`src/rtl/vedic_seq_mult_ctrl.sv`:
```
// Sequential WIDTH x WIDTH unsigned multiplier built by time-multiplexing one 2x2 vedic core.
// Optional macro VEDIC_SEQ_EARLY_ZERO_EN: a zero operand skips RUN and returns product 0 at once.

module vedic_2x2 (
  input  logic [1:0] i_a,
  input  logic [1:0] i_b,
  output logic [3:0] o_prod_c
);
  logic w_c1;
  logic w_hh;

  // Urdhva-tiryagbhyam: vertical, crosswise, vertical with carry ripple
  assign w_hh        = i_a[1] & i_b[1];
  assign w_c1        = (i_a[1] & i_b[0]) & (i_a[0] & i_b[1]);
  assign o_prod_c[0] = i_a[0] & i_b[0];
  assign o_prod_c[1] = (i_a[1] & i_b[0]) ^ (i_a[0] & i_b[1]);
  assign o_prod_c[2] = w_hh ^ w_c1;
  assign o_prod_c[3] = w_hh & w_c1;
endmodule

module vedic_seq_mult_ctrl #(
  parameter int unsigned WIDTH = 8
) (
  input  logic                 clk,
  input  logic                 rst,
  input  logic                 in_valid,
  output logic                 in_ready,
  input  logic [WIDTH-1:0]     a,
  input  logic [WIDTH-1:0]     b,
  output logic                 out_valid,
  input  logic                 out_ready,
  output logic [2*WIDTH-1:0]   product,
  output logic                 busy
);
  localparam int unsigned N  = WIDTH / 2;
  localparam int unsigned PW = 2 * WIDTH;
  localparam int unsigned DW = (N > 1) ? $clog2(N) : 1;
  localparam int unsigned SW = $clog2(PW) + 1;

  generate
    if ((WIDTH < 2) || ((WIDTH % 2) != 0)) begin : g_width_check
      $error("vedic_seq_mult_ctrl: WIDTH must be even and >= 2");
    end
  endgenerate

  typedef enum logic [1:0] {
    S_IDLE = 2'd0,
    S_RUN  = 2'd1,
    S_DONE = 2'd2
  } state_t;

  state_t            r_state;
  state_t            w_state_nxt;
  logic [WIDTH-1:0]  r_a;
  logic [WIDTH-1:0]  r_b;
  logic [PW-1:0]     r_acc;
  logic [PW-1:0]     r_product;
  logic [DW-1:0]     r_di;
  logic [DW-1:0]     r_dj;

  logic              w_accept;
  logic              w_skip;
  logic              w_last;
  logic [WIDTH-1:0]  w_a_sh;
  logic [WIDTH-1:0]  w_b_sh;
  logic [3:0]        w_core;
  logic [SW-1:0]     w_shamt;
  logic [PW-1:0]     w_acc_nxt;

  assign w_accept = in_valid && (r_state == S_IDLE);

`ifdef VEDIC_SEQ_EARLY_ZERO_EN
  assign w_skip = (a == '0) || (b == '0);
`else
  assign w_skip = 1'b0;
`endif

  assign w_last = (r_di == DW'(N - 1)) && (r_dj == DW'(N - 1));

  // Digit i of A against digit j of B, weighted by 4^(i+j)
  assign w_a_sh    = r_a >> {r_di, 1'b0};
  assign w_b_sh    = r_b >> {r_dj, 1'b0};
  assign w_shamt   = (SW'(r_di) + SW'(r_dj)) << 1;
  assign w_acc_nxt = r_acc + (PW'(w_core) << w_shamt);

  vedic_2x2 u_core (
    .i_a      (w_a_sh[1:0]),
    .i_b      (w_b_sh[1:0]),
    .o_prod_c (w_core)
  );

  always_ff @(posedge clk or posedge rst) begin
    if (rst) r_state <= S_IDLE;
    else     r_state <= w_state_nxt;
  end

  always_comb begin
    w_state_nxt = r_state;
    in_ready    = 1'b0;
    out_valid   = 1'b0;
    busy        = 1'b0;
    unique case (r_state)
      S_IDLE: begin
        in_ready = !rst;
        if (w_accept) w_state_nxt = w_skip ? S_DONE : S_RUN;
      end
      S_RUN: begin
        busy = 1'b1;
        if (w_last) w_state_nxt = S_DONE;
      end
      S_DONE: begin
        busy      = 1'b1;
        out_valid = 1'b1;
        if (out_ready) w_state_nxt = S_IDLE;
      end
      default: w_state_nxt = S_IDLE;
    endcase
  end

  // Operand capture, digit sweep and accumulation
  always_ff @(posedge clk or posedge rst) begin
    if (rst) begin
      r_a       <= '0;
      r_b       <= '0;
      r_acc     <= '0;
      r_product <= '0;
      r_di      <= '0;
      r_dj      <= '0;
    end else begin
      unique case (r_state)
        S_IDLE: begin
          if (w_accept) begin
            r_a   <= a;
            r_b   <= b;
            r_acc <= '0;
            r_di  <= '0;
            r_dj  <= '0;
            if (w_skip) r_product <= '0;
          end
        end
        S_RUN: begin
          r_acc <= w_acc_nxt;
          if (r_dj == DW'(N - 1)) begin
            r_dj <= '0;
            r_di <= r_di + DW'(1);
          end else begin
            r_dj <= r_dj + DW'(1);
          end
          if (w_last) r_product <= w_acc_nxt;
        end
        default: ;
      endcase
    end
  end

  assign product = r_product;
endmodule
```
`config.mk`:
```
export PLATFORM = sky130hd
export DESIGN_NAME = vedic_seq_mult_ctrl
export DESIGN_NICKNAME = d
export VERILOG_FILES = /design/src/rtl/vedic_seq_mult_ctrl.sv
export SDC_FILE = /design/constraint.sdc
export NUM_CORES = 1
export LEC_CHECK = 0
export CAP_MARGIN = 20
export CORE_ASPECT_RATIO = 0.8
export CORE_MARGIN = 1.5
export CORE_UTILIZATION = 35
export DETAILED_ROUTE_END_ITERATION = 6
export GPL_ROUTABILITY_DRIVEN = 0
export GPL_TIMING_DRIVEN = 0
export REMOVE_ABC_BUFFERS = 1
export SLEW_MARGIN = 20
export SYNTH_ARGS = -nofsm -noshare
export SYNTH_HDL_FRONTEND = slang
export SYNTH_HIERARCHICAL = 1
export SYNTH_SLANG_ARGS = --single-unit
```
`constraint.sdc`:
```
create_clock -name clk -period 5.1 [get_ports clk]
set_input_delay 1.02 -clock clk [delete_from_list [all_inputs] [get_ports clk]]
set_output_delay 1.02 -clock clk [all_outputs]
set_load 0.02 [all_outputs]
```
==> flow_summary.ini, run 1 <==
[status]
outcome = finished clean

[worst_setup_path]
crit_path_end_kind = register
r2r_cells = 13
cp_slowest_cell = sky130_fd_sc_hd__mux4_2
critical-path-max-stage-delay_ns = 0.58
path_max_fanout = 7
worst-endpoint-required_ns = 5.26
worstPathCellList = mux4_2, and2_1, ha_1, ha_1, mux2i_1, nor2_1, ha_1, a21o_1, a311oi_2, or3_4, nor2b_1, xor2_1, o21ai_1
worst_path_most_repeated_cell = sky130_fd_sc_hd__ha_1
critPathArrivalTime_ns = 4.18
worst-setup-path-type = reg -> reg
cp-start-kind = register

[cells_and_area]
layout.cells.most_common = sky130_fd_sc_hd__dfrtp_1
antenna_cells_inserted = 0
final_util_pct = 43.5
multi_input_gate_area_in_the_final_layout_mm2 = 0.00178
final_layout_size_suffix_gt1_share_pct = 11.2
highest_count_cells_in_the_layout_ignoring_fill_and_taps = sky130_fd_sc_hd__dfrtp_1, sky130_fd_sc_hd__nand2_1, sky130_fd_sc_hd__clkdlybuf4s50_1
num-nets-final = 409
area.growth.synth_to_final_pct = 21.3
nFillCells = 872
finalNonFillerCells = 480
final-seq-area_mm2 = 0.00135

[yosys]
synth_area_leader_cell = sky130_fd_sc_hd__dfrtp_1
synth_ff_type = sky130_fd_sc_hd__dfrtp_1
seq_area_frac_synth_pct = 41.9
synth.cell_area_mm2 = 0.00322
synthesis.area_per_instance_um2 = 9.77
ys_warn_count = 6
yosys.area.top_type_share_pct = 41.9
cells_taking_the_most_area_after_synthesis = sky130_fd_sc_hd__dfrtp_1, sky130_fd_sc_hd__ha_1, sky130_fd_sc_hd__mux2_2
async_reset_ff_share_pct = 100
synth_seq_cells = 54
synth_edf_count = 0
synth.distinct_cells = 48
synth_cells = 330

[floorplan]
die_area_mm2 = 0.00980
floorplan.io_pins = 39
floorplan.rows = 31
die_y_um = 88.9
core_footprint_mm2 = 0.00900
die_x_um = 110
initial_utilization_pct = 35.8

[clock_tree]
clock_latency_of_the_later_clocked_register_in_the_worst_skew_pair_ns = 0.30
tritoncts.num_buffers = 5
root_buffer = sky130_fd_sc_hd__clkbuf_16
cts_tree = built
cts_setup_buffers = 0
ctsHtreeMaxLevel = 2
numClockSinks = 54
cts_buffer_depth = 2
cts.reportedPaths.clkPinSlew_ns = 0.07
cts_resized = 0
cts-hold-fix-buffers = 0

[route]
first_pass_iters = 4
drt-total-wl_mm = 7.11
detail_route.vias_per_cell = 5.19
routed-via-count = 2490
drt_drc_violations_left = 0
drt-initial-drc-count = 114
antenna_violating_nets_post_route = 0
wire_per_inst_um = 14.8

[power]
power_density_mw_per_mm2 = 509
peakVddDrop_mv = 0.280
cellLeakagePower_nw = 1.69

[timing]
post-route-period-util_pct = 78.8
slew_violations = 0
fmaxAchievable_mhz = 249
tightestPinTransition_ns = 0.753
relSlewSlack_pct = 49.7
finalHoldViolCount = 0
finalWorstPathRequiredPeriod_ns = 4.02
timing.clock.skew_ns = 0.00663
setup_viol_count_final = 0
rsz0062_at_grt = no
setup_tns_ns = 0

[global_routing]
first_global_vias = 2417
grt_start_max_net_pins = 55
number_of_antenna_violations_at_the_first_check_in_global_routing = 0
first_pass_grt_wire_length_mm = 12.0
globalRouteMet3Util_pct = 2.50
grt_util_all_layers_pct = 16.1
grt.met1_usage_pct = 23.4
grt-busiest-layer = met2
grt_util_met2_pct = 24.7
overflow = 0

[place]
dp.cells = 472
dp_hpwl_mm = 5.13
numPortBuffers = 38

[run]
drv.max_cap_violation_count = 0

[hold_path]
min_path_type = reg -> reg
holdPathStages = 2
==> where the power goes <==
part           total, mW  internal [mW]  leakage (nW)  switching (mW)
combinational      0.920          0.392         0.884           0.528
clock              0.456          0.295        0.0971           0.161
sequential         0.616          0.542         0.705          0.0741
==> sequential cells by signal, summed over array words and instances (netlist names) <==
signal / cells
r_b: 8
r_acc: 16
r_a: 8
r_dj: 2
r_di: 2
r_state: 2
product: 16
==> synth_stat cells (2+ instances only) <==
cell type,count
sky130_fd_sc_hd__fa_1,2
sky130_fd_sc_hd__clkbuf_1,7
sky130_fd_sc_hd__a21boi_1,2
sky130_fd_sc_hd__a21oi_1,13
sky130_fd_sc_hd__a21o_1,3
sky130_fd_sc_hd__nand3_1,9
sky130_fd_sc_hd__mux2_2,16
sky130_fd_sc_hd__o22ai_1,3
sky130_fd_sc_hd__a22o_1,4
sky130_fd_sc_hd__buf_2,2
sky130_fd_sc_hd__and2_1,6
sky130_fd_sc_hd__nor3_1,2
sky130_fd_sc_hd__nor2b_1,5
sky130_fd_sc_hd__nor2_1,25
sky130_fd_sc_hd__a21oi_2,3
sky130_fd_sc_hd__o21ai_0,29
sky130_fd_sc_hd__xnor2_1,5
sky130_fd_sc_hd__inv_1,12
sky130_fd_sc_hd__a31oi_1,3
sky130_fd_sc_hd__ha_1,23
sky130_fd_sc_hd__nand2_1,45
sky130_fd_sc_hd__o31ai_1,2
sky130_fd_sc_hd__o311ai_1,2
sky130_fd_sc_hd__mux4_2,4
sky130_fd_sc_hd__mux2i_1,3
sky130_fd_sc_hd__o21ai_1,5
sky130_fd_sc_hd__xor2_1,7
sky130_fd_sc_hd__dfrtp_1,54
sky130_fd_sc_hd__o21bai_1,4
sky130_fd_sc_hd__nand2b_1,8
sky130_fd_sc_hd__nand4_1,5
==> worst max-delay path: cells and delay by family, from the launching register on <==
| family | cells | cell delay, ns |
|---|---|---|
| and+or+nand+nor | 4 | 0.68 |
| AOI/OAI and AO/OA | 3 | 0.70 |
| DFF | 1 | 0.51 |
| adders and majority gates | 3 | 0.86 |
| xor gates and xnor gates | 1 | 0.24 |
| muxes | 2 | 0.88 |
==> final timing paths <==
kind,from,end,slack [ns]
worst max-delay path,r_di[0],r_acc[10],1.08
worst min-delay path,product[0],product[0],0.47
worst max register to register,r_di[0],r_acc[10],1.08
worst min register to register,product[0],product[0],0.47
max in group asynchronous,rst,r_acc[9],3.43
min in group asynchronous,rst,r_a[4],1.20
==> layout make-up <==
type / count / share of cell area [%]
Multi-Input combinational cell: 252 / 45.5
Sequential cell: 54 / 34.5
Timing Repair Buffer: 39 / 10.0
Tap cell: 115 / 3.68
Clock buffer: 6 / 3.55
Clock inverter: 2 / 1.54
Inverter: 12 / 1.22
==> logic make-up (layout without fill, tap and decap cells) <==
group	Yosys count	after routing	synth area share, %
AND/OR/NAND/NOR	109	109	15.4
multiplexers	24	24	9.74
XOR/XNOR	12	12	3.26
AO/OA/AOI/OAI	82	82	16.3
flip-flops	54	54	41.9
buffers and inverters	24	59	3.22
adder cells (fa/ha/maj)	25	25	10.2
==> metal layers <==
layer | vias up | wire (um) | part of all wire, %
met5 | - | 0 | 0
li1 | 1236 | - | -
met1 | 1206 | 3770 | 53
met4 | 0 | 69 | 0.97
met2 | 41 | 3040 | 43
met3 | 7 | 234 | 3.3
==> stage by stage <==
step / area (um^2) / power [mW] / hold slack, ns / setup WS (ns)
2_1_floorplan: 3170 / 1.30 / 0.456 / 1.63
3_3_place_gp: 3690 / 1.50 / 0.468 / 1.18
3_5_place_dp: 3710 / 1.54 / 0.465 / 1.17
4_1_cts: 3910 / 2.01 / 0.483 / 1.08
5_1_grt: 3910 / 2.14 / 0.514 / 0.830
6_report: 3910 / 1.99 / 0.473 / 1.08
(Power assumes the default switching activity.)
==> inputs of run 2 (changes only) <==
clock period = 3.7 ns   (was 5.1 ns; I/O delays follow)
==> run 2 against run 1 <==
  * Critical path depth shrank 1
  * Sequential power grew 38%
  * Largest cell class unchanged
  * First-iteration DRC count shrank 22%
  * Core utilization grew 1.9 points
  * Non-clock buffer count grew 9
  * Fmax grew 11%
  * Register-to-register slack lost 1.0 ns
  * Wire length grew 5.0%
  * Power grew 50%
  * Highest routed layer unchanged
  * Global-route usage grew 0.13 points
==> flow_summary.ini, run 2 (synthesis gave the netlist of run 1 again) <==
[route]
drt-total-wl_mm = 7.46
detail_route.vias_per_cell = 5.26
wire_per_inst_um = 15.3
drt-initial-drc-count = 89
routed-via-count = 2572
drt_drc_violations_left = 0
antenna_violating_nets_post_route = 0
first_pass_iters = 5

[cells_and_area]
finalNonFillerCells = 489
area.growth.synth_to_final_pct = 26.7
highest_count_cells_in_the_layout_ignoring_fill_and_taps = sky130_fd_sc_hd__dfrtp_1, sky130_fd_sc_hd__nand2_1, sky130_fd_sc_hd__clkdlybuf4s50_1
layout.cells.most_common = sky130_fd_sc_hd__dfrtp_1
postLayoutCellArea_mm2 = 0.00409
final_layout_size_suffix_gt1_share_pct = 18.7
antenna_cells_inserted = 0
num-nets-final = 418
nFillCells = 859
final_util_pct = 45.4
final-seq-area_mm2 = 0.00135
multi_input_gate_area_in_the_final_layout_mm2 = 0.00188

[worst_setup_path]
critPathArrivalTime_ns = 3.80
cp-start-kind = register
worst-endpoint-required_ns = 3.88
worst-setup-path-type = reg -> reg
crit_path_end_kind = register
path_max_fanout = 7

[timing]
setup_tns_ns = 0
rsz0062_at_grt = yes
tightestPinTransition_ns = 0.752
finalWorstPathRequiredPeriod_ns = 3.62
finalHoldViolCount = 0
post-route-period-util_pct = 97.7
relSlewSlack_pct = 49.7
post-route-worst-setup-slack_ns = 0.0840
timing.clock.skew_ns = 0.00820
slew_violations = 0
holdWs_ns = 0.474
fmaxAchievable_mhz = 277
setup_viol_count_final = 0

[clock_tree]
cts.reportedPaths.clkPinSlew_ns = 0.07
numClockSinks = 54
cts_buffer_depth = 2
cts-hold-fix-buffers = 0
tritoncts.num_buffers = 5
clock_latency_of_the_later_clocked_register_in_the_worst_skew_pair_ns = 0.30
root_buffer = sky130_fd_sc_hd__clkbuf_16
cts_tree = built
ctsHtreeMaxLevel = 2

[place]
dp.cells = 472
numPortBuffers = 38
dp_slack_ns = -0.233
placedInstanceArea_mm2 = 0.00371
dp_hpwl_mm = 5.13

[floorplan]
floorplan.io_pins = 39
die_x_um = 110
die_area_mm2 = 0.00980
die_y_um = 88.9
floorplan.rows = 31
initial_utilization_pct = 35.8
core_footprint_mm2 = 0.00900

[power]
internal-power_mw = 1.84
cellLeakagePower_nw = 1.73
share_comb_of_total_power_pct = 50.4
peakVddDrop_mv = 0.385
power.share.switching_pct = 38.1
p_seq_share_pct = 28.5
power.clock.fraction_pct = 21.1
switching_power_mw = 1.13
power_density_mw_per_mm2 = 729
p_total_mw = 2.98

[global_routing]
first_global_vias = 2434
grt_util_met2_pct = 25.2
grt_start_max_net_pins = 55
number_of_antenna_violations_at_the_first_check_in_global_routing = 0
grt-busiest-layer = met2
overflow = 0
grt_util_all_layers_pct = 16.2
first_pass_grt_wire_length_mm = 12.1
globalRouteMet3Util_pct = 2.50
grt.met1_usage_pct = 23.5

[status]
outcome = finished clean

[hold_path]
min_path_type = reg -> reg

[run]
drv.max_cap_violation_count = 0
## run 2: critical path, cell delays in order, from the launching register on
cell	delay (ns)
sky130_fd_sc_hd__dfrtp_2	0.40
sky130_fd_sc_hd__mux4_2	0.55
sky130_fd_sc_hd__and2_1	0.18
sky130_fd_sc_hd__ha_1	0.22
sky130_fd_sc_hd__ha_4	0.29
sky130_fd_sc_hd__mux2i_4	0.08
sky130_fd_sc_hd__nor2_2	0.18
sky130_fd_sc_hd__ha_2	0.35
sky130_fd_sc_hd__and2_1	0.22
sky130_fd_sc_hd__a31oi_1	0.25
sky130_fd_sc_hd__o21ai_0	0.12
sky130_fd_sc_hd__or3_1	0.39
sky130_fd_sc_hd__a32o_1	0.27
## run 2: path summary, 6_finish.rpt
path,from,to,slack (ns),depth (start not counted)
max,r_di[0],r_acc[15],0.08,12
min,product[0],product[0],0.47,2
max reg2reg,r_di[0],r_acc[15],0.08,12
min reg2reg,product[0],product[0],0.47,2
max in group asynchronous,rst,r_di[0],2.29,2
min in group asynchronous,rst,r_a[4],0.92,2
## run 2: final cells by class
| type | count | share of cell area, % |
|---|---|---|
| multi-input combinational | 252 | 46.1 |
| sequential | 54 | 33.1 |
| timing repair buffer | 48 | 11.2 |
| tap | 115 | 3.52 |
| clock buffer | 6 | 3.40 |
| clock inverter | 2 | 1.47 |
| inverter | 12 | 1.16 |
## run 2: what timing repair did
action | 4_1_cts | 5_1_grt
endpoints found under the setup margin | 13 | 10
gates resized for setup | 5 | 19
hold endpoints to repair | 0 | 0
pin swaps | 3 | 6
buffers inserted | 4 | 5
## run 2: power by group through the flow
| stage | Sequential [mW] | Combinational (mW) | Clock (mW) |
|---|---|---|---|
| detailed placement | 0.861 | 1.26 | 0 |
| floorplan | 0.829 | 0.967 | 0 |
| finish | 0.848 | 1.50 | 0.629 |
| global placement | 0.857 | 1.21 | 0 |
| CTS | 0.847 | 1.38 | 0.639 |
| global route | 0.871 | 1.66 | 0.659 |
## run 2: routing by layer
layer | vias up | part of all wire (%)
li1 | 1257 | -
met5 | - | 0
met3 | 9 | 3.9
met2 | 49 | 44
met4 | 0 | 1.1
met1 | 1257 | 51
